**config.mk**
```make
export PLATFORM = sky130hd
export DESIGN_NAME = brlite_tx_arbiter
export DESIGN_NICKNAME = d
export VERILOG_FILES = /design/src/rtl/brlite_tx_arbiter_pkg.sv /design/src/rtl/brlite_tx_arbiter_rr_picker.sv /design/src/rtl/brlite_tx_arbiter.sv
export SDC_FILE = /design/constraint.sdc
export NUM_CORES = 1
export LEC_CHECK = 0
export ABC_AREA = 1
export CAP_MARGIN = 25
export CORE_ASPECT_RATIO = 2
export CORE_MARGIN = 8
export CORE_UTILIZATION = 67
export CTS_CLUSTER_SIZE = 14
export DETAILED_ROUTE_END_ITERATION = 7
export DONT_BUFFER_PORTS = 1
export PLACE_DENSITY = 0.84
export SYNTH_ARGS = -nofsm -noshare
export SYNTH_HDL_FRONTEND = slang
export SYNTH_SLANG_ARGS = --single-unit
export TNS_END_PERCENT = 10
```
**constraint.sdc**
```tcl
create_clock -name clk_i -period 2 [get_ports clk_i]
set_input_delay 0.4 -clock clk_i [delete_from_list [all_inputs] [get_ports clk_i]]
set_output_delay 0.4 -clock clk_i [all_outputs]
set_load 0.01 [all_outputs]
```
**src/rtl/brlite_tx_arbiter_pkg.sv**
```systemverilog
// Shared types for the BrLite transmit arbiter: the outgoing flit and the arbiter FSM states.
package brlite_tx_arbiter_pkg;

   typedef struct packed {
      logic [31:0] payload;
      logic [7:0]  src;
      logic [1:0]  service;
   } brlite_out_t;

   typedef enum logic [1:0] {
      IDLE,
      REQ,
      RELEASE,
      HOLD
   } brlite_arb_state_t;

endpackage

```
**src/rtl/brlite_tx_arbiter_rr_picker.sv**
```systemverilog
// Combinational round-robin picker: first set request at or above ptr (with wrap-around),
// optionally overridden by strict priority for request 0.
module brlite_tx_arbiter_rr_picker #(
   parameter int N_REQ = 2,
   parameter int IDX_W = 1
) (
   input  logic [N_REQ-1:0] req,
   input  logic [IDX_W-1:0] ptr,
   input  logic             prio0_en,
   output logic             valid,
   output logic [IDX_W-1:0] idx
);

   int j;

   always_comb begin
      // NOTE: every output gets a default first so no path through the block infers a latch.
      valid = 1'b0;
      idx   = '0;
      j     = 0;
      for (int i = 0; i < N_REQ; i++) begin
         j = int'(ptr) + i;
         if (j >= N_REQ) j = j - N_REQ;
         if (!valid && req[j]) begin
            valid = 1'b1;
            idx   = IDX_W'(j);
         end
      end
      if (prio0_en && req[0]) begin
         valid = 1'b1;
         idx   = '0;
      end
   end

endmodule

```
**src/rtl/brlite_tx_arbiter.sv**
```systemverilog
// Round-robin arbiter sharing the BrLite local output among N_REQ sources.
// Define BRLITE_ARB_PRIO0_EN to give requester 0 strict priority over the round-robin.
module brlite_tx_arbiter
   import brlite_tx_arbiter_pkg::*;
#(
   parameter  int N_REQ       = 2,
   parameter  int HOLD_CYCLES = 0,
   localparam int IDX_W       = (N_REQ > 1) ? $clog2(N_REQ) : 1
) (
   input  logic                    clk_i,
   input  logic                    rst_i,
   input  logic [N_REQ-1:0]        req_i,
   input  brlite_out_t [N_REQ-1:0] data_i,
   output logic [N_REQ-1:0]        ack_o,
   input  logic                    br_local_busy_i,
   output logic                    br_req_o,
   input  logic                    br_ack_i,
   output brlite_out_t             br_data_o,
   output logic [IDX_W-1:0]        grant_idx_o,
   output logic                    busy_o
);

`ifdef BRLITE_ARB_PRIO0_EN
   localparam bit PRIO0 = 1'b1;
`else
   localparam bit PRIO0 = 1'b0;
`endif

   localparam int                HOLD_W    = (HOLD_CYCLES > 1) ? $clog2(HOLD_CYCLES) : 1;
   localparam logic [HOLD_W-1:0] HOLD_LAST = HOLD_W'((HOLD_CYCLES > 0) ? HOLD_CYCLES - 1 : 0);

   brlite_arb_state_t state;
   logic [IDX_W-1:0]  rr_ptr;
   logic [HOLD_W-1:0] hold_cnt;
   logic              pick_valid;
   logic [IDX_W-1:0]  pick_idx;

   brlite_tx_arbiter_rr_picker #(
      .N_REQ (N_REQ),
      .IDX_W (IDX_W)
   ) u_picker (
      .req      (req_i),
      .ptr      (rr_ptr),
      .prio0_en (PRIO0),
      .valid    (pick_valid),
      .idx      (pick_idx)
   );

   assign busy_o = (state != IDLE);

   always_ff @(posedge clk_i) begin
      if (rst_i) begin
         state       <= IDLE;
         br_req_o    <= 1'b0;
         ack_o       <= '0;
         br_data_o   <= '0;
         grant_idx_o <= '0;
         rr_ptr      <= '0;
         hold_cnt    <= '0;
      end else begin
         // NOTE: non-blocking assignments so every register samples pre-edge values.
         ack_o <= '0;
         case (state)
            IDLE: begin
               if (pick_valid && !br_local_busy_i) begin
                  br_data_o   <= data_i[pick_idx];
                  grant_idx_o <= pick_idx;
                  br_req_o    <= 1'b1;
                  state       <= REQ;
               end
            end
            REQ: begin
               // A requester withdrawing here is ignored; the router already sees the flit.
               if (br_ack_i) begin
                  br_req_o <= 1'b0;
                  ack_o    <= N_REQ'(1) << grant_idx_o;
                  if (!(PRIO0 && grant_idx_o == '0))
                     rr_ptr <= (grant_idx_o == IDX_W'(N_REQ - 1)) ? '0 : grant_idx_o + IDX_W'(1);
                  state    <= RELEASE;
               end
            end
            RELEASE: begin
               hold_cnt <= '0;
               state    <= (HOLD_CYCLES > 0) ? HOLD : IDLE;
            end
            HOLD: begin
               if (hold_cnt == HOLD_LAST) state <= IDLE;
               else                       hold_cnt <= hold_cnt + HOLD_W'(1);
            end
            default: state <= IDLE;
         endcase
      end
   end

endmodule
```
==> impl_metrics.tcl, run 1 <==
set metrics [dict create \
    status "finished clean" \
    highest_layer "met4" \
    grt_util_all_layers_pct 20.3 \
    fmax_ghz 0.736 \
    wl_per_cell_um 14.6 \
    synth_area_leaders "dfxtp_1 38%, nand3_1 17%, inv_1 14%" \
    worstHoldPathCells 1 \
    cts_hold_buf 0 \
    cts_tree "built" \
    startpoint "state[0]$_SDFFE_PP0P_" \
    syn_area_mm2 0.00255 \
    cts_root_buffer "clkbuf_8" \
    initial_core_util_pct 67.9 \
    ant_nets 0 \
    peakVddDrop_v 0.000646 \
    crit_cells 7 \
    r2r_start "state[0]$_SDFFE_PP0P_" \
    die_area_mm2 0.00616 \
    arrival_ps 1550 \
    synth_edf_count 0 \
    fin_tns_setup_ps 0 \
    finalPower_uw 2030 \
    clk_pin_slew_ps 80 \
    synth_warnings 0 \
    critPathKind "reg2reg" \
    yosysTopAreaCell "dfxtp_1" \
    startpoint_type "flip-flop" \
    drtIter0Drc 90 \
    timing.max_slew.rel_slack_pct 66.8 \
    synth.avg_cell_area_um2 6.37 \
    ys_seq_area_share_pct 38.4 \
    worst_pin_slew_ps 498 \
    p_per_area_mw_per_mm2 782 \
    htreeDepth 2 \
    hpwl_um 4640 \
    clock_sinks 49 \
    drive_gt1_share_pct 4.66 \
    r2r-end "br_data_o[18]$_SDFFE_PP0P_" \
    via_per_inst 5.35 \
    synth_cell_type_count 17 \
    min_period_ps 1360 \
    gp_congestion 0.837 \
    cts_setup_buffers 0 \
    end_kind "flip-flop" \
    synth_most_common_cell "inv_1" \
    synth_commonest_cells "93 x inv_1, 91 x nand2_1, 86 x nand3_1" \
    synth_fp_nets 491 \
    first_pass_iters 7 \
    finalHoldViolCount 0 \
    reg2reg_depth 7 \
    row_count 32 \
    placed_area_mm2 0.00252 \
    grt_pass1_wl_um 9890 \
    cts_buffer_depth 2 \
    antenna_found_initial 0 \
    grt_start_max_net_pins 47 \
    power_leakage_uw 0.00138 \
    num_vias 2337 \
    holdPathEnd "state[0]$_SDFFE_PP0P_" \
    io_buffers 0 \
    crit_required_ps 2190 \
    register_area_um2 981 \
    multi_input_area_mm2 0.00106 \
    postSynth.asyncResetShare_pct 0 \
    hold_path_class "in2reg" \
    area_growth_pct 1.67 \
    hold_path.startpoint "rst_i" \
    fin_nets 475 \
    cts_made_buffers 5 \
    num-fill-cells 355 \
    ff2ff_setup_slack_ps 640 \
    timing.max_cap.violations 0 \
    dieHeight_um 103 \
    num_antenna_cells 0 \
    routed_wl_um 6360 \
    critPathMaxFanout 33 \
    yosysTopAreaCellShare_pct 38.4 \
    crit_family "simple AND/OR/NAND/NOR gates" \
    overflow 0 \
    fp.dieW_um 59.7 \
    synthCells 401 \
    post-route-period-util_pct 67.9 \
    design_area_mm2 0.00260 \
    synth_top_flop_cell "dfxtp_1" \
    cts_resized 0 \
    setup_violations 0 \
    path_buf_inv 3 \
    io-pin-count 137 \
    crit_chain "nor2_1 > nand3_2 > clkinv_1 > buf_12 > nand3_1 > nand2_1 > inv_1" \
    drv_slew 0 \
    skew_ps 4.66 \
    core-area_mm2 0.00376 \
    critPathMaxStageDelay_ps 310 \
    m1WireLength_um 2180 \
    synth-seq-cells 49 \
    wl_met3_um 792 \
    rsz0062_at_grt "no" \
    clk_latency_ps 290 \
    drc 0 \
    routed-wl-met2_um 3260 \
    grt_pass1_vias 2223 \
    cp_slowest_cell "dfxtp_1" \
]
-- final cells by class --
class	instances	share of cell area, %
inverters	95	13.7
repair buffers	4	2.12
flip-flops and latches	49	37.8
multi-input cells	230	40.8
clock buffers	8	3.08
well taps	51	2.46
-- cells in the final DEF (no fill, tap or decap), drive strengths merged --
| cell type | Yosys | routed |
|---|---|---|
| clkinv | 1 | 1 |
| nand2 | 92 | 92 |
| nor2 | 5 | 5 |
| clkbuf | 6 | 8 |
| buf | 21 | 4 |
| nand3 | 87 | 87 |
| a21oi | 45 | 45 |
| dfxtp | 49 | 49 |
| o21ai | 1 | 1 |
| inv | 94 | 94 |
-- layer usage --
layer | global-route usage [%] | vias up
met4 | 8.52 | 0
li1 | - | 1185
met1 | 21.2 | 1024
met5 | 0 | -
met3 | 8.30 | 10
met2 | 34.4 | 118
-- through the flow --
stage	hold WS, ps	setup slack, ps	std cells	utilization (%)
floorplan	453	785	401	-
global placement	473	675	429	66.9
detailed placement	480	643	429	66.9
CTS	162	647	437	69.0
global route	159	475	437	69.0
finish	174	642	437	69.0
-- worst max-delay path by stage --
| stage | endpoint | slack [ps] |
|---|---|---|
| after floorplan | br_data_o[17]$_SDFFE_PP0P_ | 780 |
| after global placement | br_data_o[36]$_SDFFE_PP0P_ | 680 |
| after detailed placement | br_data_o[11]$_SDFFE_PP0P_ | 640 |
| after CTS | br_data_o[40]$_SDFFE_PP0P_ | 650 |
| after global routing | br_data_o[40]$_SDFFE_PP0P_ | 480 |
| final | br_data_o[18]$_SDFFE_PP0P_ | 640 |
-- flip-flops by register name, summed over array words and instances (netlist names) --
register / count
state: 2
rr_ptr: 1
br_data_o: 42
ack_o: 2
grant_idx_o: 1
br_req_o: 1
-- kinds of logic after synthesis --
group	synth area share (%)
AO/OA/AOI/OAI	9.90
buffers and inverters	20.1
AND/OR/NAND/NOR	31.6
flip-flops	38.4
-- power by group --
| group | leakage [uW] | switching, uW | internal, uW | total [uW] |
|---|---|---|---|---|
| Clock | 0.0000395 | 295 | 249 | 544 |
| Sequential | 0.000405 | 98.7 | 1060 | 1160 |
| Combinational | 0.000932 | 203 | 124 | 327 |
| Total | 0.00138 | 596 | 1430 | 2030 |
(Power assumes the default switching activity.)
==> run 2: changes to the inputs <==
--- a/config.mk
+++ b/config.mk
@@ -9,11 +9,11 @@
 export CAP_MARGIN = 25
 export CORE_ASPECT_RATIO = 2
 export CORE_MARGIN = 8
-export CORE_UTILIZATION = 67
+export CORE_UTILIZATION = 57
 export CTS_CLUSTER_SIZE = 14
 export DETAILED_ROUTE_END_ITERATION = 7
 export DONT_BUFFER_PORTS = 1
-export PLACE_DENSITY = 0.84
+export PLACE_DENSITY = 0.76
 export SYNTH_ARGS = -nofsm -noshare
 export SYNTH_HDL_FRONTEND = slang
 export SYNTH_SLANG_ARGS = --single-unit
==> constraint.sdc (replaced) <==
create_clock -name clk_i -period 1.1 [get_ports clk_i]
set_input_delay 0.22 -clock clk_i [delete_from_list [all_inputs] [get_ports clk_i]]
set_output_delay 0.22 -clock clk_i [all_outputs]
set_load 0.01 [all_outputs]
==> impl_metrics.tcl, run 2 (synthesis gave the netlist of run 1 again) <==
set metrics [dict create \
    timing.max_slew.rel_slack_pct 83.9 \
    register_area_um2 985 \
    worst_pin_slew_ps 241 \
    core-area_mm2 0.00434 \
    num_vias 2346 \
    r2r_start "state[0]$_SDFFE_PP0P_" \
    setup_violations 12 \
    post-route-period-util_pct 102 \
    grt.busiest_layer "met2" \
    num-fill-cells 421 \
    ant_nets 0 \
    arrival_ps 1320 \
    use_met1_pct 17.3 \
    io_buffers 0 \
    drv_slew 0 \
    die_area_mm2 0.00701 \
    skew_ps 12.0 \
    grt_use_met3_pct 8.10 \
    worst_slack_ps -23.4 \
    holdPathEnd "br_data_o[17]$_SDFFE_PP0P_" \
    finalHoldViolCount 0 \
    fp.dieW_um 63.3 \
    p_per_area_mw_per_mm2 1530 \
    initial_core_util_pct 58.9 \
    status "finished, violations left" \
    antenna_found_initial 0 \
    routed_wl_um 6800 \
    clk_pin_slew_ps 90 \
    worstHoldPathCells 3 \
    hold_path_class "in2reg" \
    fmax_ghz 0.890 \
    htreeDepth 2 \
    placed_area_mm2 0.00256 \
    dieHeight_um 111 \
    violations "negative setup slack" \
    startpoint_type "flip-flop" \
    end_kind "flip-flop" \
    final_common_cell "inv_1" \
    multi_input_area_mm2 0.00109 \
    overflow 0 \
    timing.max_cap.violations 0 \
    hold_path.startpoint "rst_i" \
    io-pin-count 137 \
    num_antenna_cells 0 \
    grt_util_all_layers_pct 18.5 \
    power_leakage_uw 0.00148 \
    grt_start_max_net_pins 46 \
    layout_common_cells "93 x inv_1, 90 x nand2_1, 85 x nand3_1" \
    hpwl_um 4930 \
    drtIter0Drc 159 \
    final_util_pct 64.8 \
    peakVddDrop_v 0.00104 \
    drc 0 \
    hold-worst-slack_ps 44.5 \
    grt_pass1_vias 2273 \
    first_pass_iters 6 \
    area_growth_pct 10.1 \
    critPathMaxFanout 14 \
    grt_pass1_wl_um 10800 \
    cts_tree "built" \
    cts_root_buffer "clkbuf_8" \
    reg_top3 "br_data_o x42, ack_o x2, state x2" \
    largest_reg_flops 42 \
    top_register "br_data_o" \
    clock_sinks 49 \
    r2r-end "br_data_o[8]$_SDFFE_PP0P_" \
    rsz0062_at_grt "yes" \
    row_count 34 \
    via_per_inst 5.21 \
    drive_gt1_share_pct 9.34 \
    fin_nets 485 \
    design_area_mm2 0.00281 \
    reg2reg_depth 7 \
    gp_congestion 0.743 \
    grt_util_met2_pct 32.9 \
    critPathKind "reg2reg" \
    clk_latency_ps 300 \
    ff2ff_setup_slack_ps -20 \
    crit_required_ps 1300 \
    cts_made_buffers 5 \
    min_period_ps 1120 \
    cts_buffer_depth 2 \
    wl_per_cell_um 15.1 \
]
[run 2: cell type report]
type	count	area share [%]
clock inverters	3	2.31
clock buffers	5	2.45
inverters	95	12.9
repair buffers	14	6.28
multi-input cells	230	38.7
flip-flops and latches	49	35.0
well taps	54	2.40
[run 2: worst max path at each step]
| stage | from | endpoint | slack, ps | cells after the start |
|---|---|---|---|---|
| 2_1_floorplan | state[0]$_SDFFE_PP0P_ | grant_idx_o$_SDFFE_PP0P_ | 20 | 6 |
| 3_3_place_gp | state[0]$_SDFFE_PP0P_ | br_data_o[15]$_SDFFE_PP0P_ | -40 | 7 |
| 3_5_place_dp | state[0]$_SDFFE_PP0P_ | br_data_o[15]$_SDFFE_PP0P_ | -70 | 7 |
| 4_1_cts | state[1]$_SDFFE_PP0P_ | br_data_o[8]$_SDFFE_PP0P_ | -90 | 8 |
| 5_1_grt | state[0]$_SDFFE_PP0P_ | br_data_o[7]$_SDFFE_PP0P_ | -110 | 7 |
| 6_report | state[0]$_SDFFE_PP0P_ | br_data_o[8]$_SDFFE_PP0P_ | -20 | 7 |
[run 2: per-layer routing]
layer,part of all wire (%),vias to the layer above,wire length [um]
met3,10,14,702
met4,2.3,0,154
met2,52,105,3540
li1,-,1207,-
met1,35,1020,2410
met5,0,-,0
[run 2: repair_timing]
action / 4_1_cts / 5_1_grt
hold buffers: 1 / 0
gates cloned: 1 / 1
endpoints found under the hold margin: 2 / 0
pin swaps: 6 / 2
gates resized for setup: 7 / 12
setup buffers: 2 / 0
endpoints found under the setup margin: 44 / 47
[run 2: per-stage QoR]
step / instances / setup TNS [ps] / total power (uW) / worst slack (ps)
detailed placement: 439 / -1830 / 2780 / -66.6
CTS: 451 / -2400 / 4330 / -85.2
floorplan: 401 / 0 / 2680 / 23.8
finish: 450 / -162 / 4290 / -23.4
global placement: 439 / -1030 / 2760 / -45.0
global route: 450 / -3460 / 4530 / -113
[run 2: critical path, stage by stage, from the launching register on]
cell,delay [ps]
dfxtp_2,340
nor2_4,130
nand3_4,110
clkinv_4,100
buf_12,140
nand3_1,70
nand2_1,70
inv_1,40
[run 2: power breakdown]
group / internal [uW] / total (uW) / switching [uW] / leakage (uW)
Combinational: 291 / 684 / 393 / 0.00100
Sequential: 1930 / 2120 / 185 / 0.000406
Clock: 903 / 1490 / 586 / 0.0000681
Total: 3130 / 4290 / 1160 / 0.00148
==> run 3: changes to the inputs <==
--- a/config.mk
+++ b/config.mk
@@ -9,11 +9,11 @@
 export CAP_MARGIN = 25
 export CORE_ASPECT_RATIO = 2
 export CORE_MARGIN = 8
-export CORE_UTILIZATION = 57
+export CORE_UTILIZATION = 63
 export CTS_CLUSTER_SIZE = 14
 export DETAILED_ROUTE_END_ITERATION = 7
 export DONT_BUFFER_PORTS = 1
-export PLACE_DENSITY = 0.76
+export PLACE_DENSITY = 0.8
 export SYNTH_ARGS = -nofsm -noshare
 export SYNTH_HDL_FRONTEND = slang
 export SYNTH_SLANG_ARGS = --single-unit
==> constraint.sdc (replaced) <==
create_clock -name clk_i -period 1.15 [get_ports clk_i]
set_input_delay 0.23 -clock clk_i [delete_from_list [all_inputs] [get_ports clk_i]]
set_output_delay 0.23 -clock clk_i [all_outputs]
set_load 0.01 [all_outputs]
==> impl_metrics.tcl, run 3 (synthesis gave the netlist of run 1 again) <==
set metrics [dict create \
    status "finished, violations left" \
    violations "negative setup slack" \
    fin_nets 486 \
    core-area_mm2 0.00401 \
    critPathMaxFanout 6 \
    rsz0062_at_grt "yes" \
    grt_pass1_vias 2370 \
    wl_per_cell_um 16.1 \
    antenna_found_initial 0 \
    setup_violations 26 \
    io-pin-count 137 \
    io_buffers 0 \
    dieHeight_um 106 \
    ant_nets 0 \
    gp_congestion 0.798 \
    drtIter0Drc 137 \
    worst_slack_ps -39.0 \
    drc 0 \
    num_antenna_cells 0 \
    min_period_ps 1190 \
    clk_latency_ps 310 \
    peakVddDrop_v 0.00100 \
    cts_root_buffer "clkbuf_8" \
    layout_common_cells "93 x inv_1, 90 x nand2_1, 66 x nand3_1" \
    arrival_ps 1400 \
    startpoint_type "flip-flop" \
    worst_pin_slew_ps 206 \
    overflow 0 \
    placed_area_mm2 0.00256 \
    area_growth_pct 15.2 \
    p_per_area_mw_per_mm2 1430 \
    fin_tns_setup_ps -360 \
    hold-worst-slack_ps 53.5 \
    pre_cts_ws_ps -47.3 \
    fp.dieW_um 61.0 \
    drv_slew 0 \
    timing.max_slew.rel_slack_pct 86.3 \
    critPathKind "reg2reg" \
    clock_sinks 49 \
    finalHoldViolCount 0 \
    grt_pass1_wl_um 10400 \
    cts_tree "built" \
    row_count 33 \
    cts_setup_buffers 0 \
    fmax_ghz 0.841 \
    final_common_cell "inv_1" \
    placedCellCount 436 \
    crit_required_ps 1360 \
    clk_pin_slew_ps 90 \
    end_kind "flip-flop" \
    die_area_mm2 0.00647 \
    via_per_inst 5.42 \
    top_register "br_data_o" \
    largest_reg_flops 42 \
    routed_wl_um 7210 \
    design_area_mm2 0.00294 \
    initial_core_util_pct 63.8 \
    cts_buffer_depth 2 \
    power_leakage_uw 0.00152 \
    hold_path_class "in2reg" \
    skew_ps 11.6 \
    grt_start_max_net_pins 46 \
    first_pass_iters 5 \
    drive_gt1_share_pct 13.9 \
    htreeDepth 2 \
    hpwl_um 4950 \
    cts_made_buffers 5 \
    grt_util_all_layers_pct 20.6 \
    timing.max_cap.violations 0 \
    reg_top3 "br_data_o x42, ack_o x2, state x2" \
    num_vias 2434 \
    post-route-period-util_pct 103 \
    final_cells 449 \
]
-- run 3: cell count changes in the layout (fill, tap and decap cells not counted), sizes merged --
cell    change
inv         +1
clkinv      -1
buf         -1
clkbuf      +2
-- run 3: area by class of cell --
| type | count | area [um2] |
|---|---|---|
| multi-input cells | 230 | 1180 |
| inverters | 95 | 364 |
| fillers | 351 | 1060 |
| repair buffers | 15 | 219 |
| well taps | 52 | 65.1 |
| clock buffers | 5 | 68.8 |
| flip-flops and latches | 49 | 982 |
| clock inverters | 3 | 65.1 |
-- run 3: critical path, stage by stage, from the launching register on --
cell	delay, ps
dfxtp_2	350
nor2_4	140
nand3_4	140
inv_8	130
clkbuf_16	160
nand3_1	70
nand2_1	70
inv_1	40
-- run 3: final timing paths --
path	from	end	slack (ps)	cells after the start
worst max-delay path	state[1]$_SDFFE_PP0P_	br_data_o[35]$_SDFFE_PP0P_	-40	7
worst min-delay path	rst_i	br_data_o[23]$_SDFFE_PP0P_	50	3
worst max register to register	state[1]$_SDFFE_PP0P_	br_data_o[35]$_SDFFE_PP0P_	-40	7
worst min register to register	rr_ptr$_SDFFE_PP0P_	rr_ptr$_SDFFE_PP0P_	500	2
-- run 3: what timing repair did --
action                                 4_1_cts  5_1_grt
endpoints found under the hold margin        2        0
gates cloned                                 0        4
pin swaps                                    0       16
hold buffers                                 1        0
setup endpoints to repair                   44       46
gates resized for setup                      3       32
-- run 3: per-layer routing --
metal,track usage [%],vias to the layer above,part of all wire (%)
met5,0,-,0
met4,11.6,0,2.9
met2,34.7,102,51
li1,-,1208,-
met3,8.46,14,9.9
met1,19.8,1110,36
-- run 3: metrics by stage --
stage,total power (uW),utilization (%)
floorplan,2570,-
global placement,2630,64.0
detailed placement,2660,64.0
CTS,4100,67.8
global route,4380,73.4
finish,4200,73.4
-- run 3: report_power, final --
group          switching (uW)  leakage [uW]  internal, uW
Clock                     578     0.0000681           864
Combinational             421       0.00105           312
Sequential                175      0.000405          1850
Total                    1170       0.00152          3020
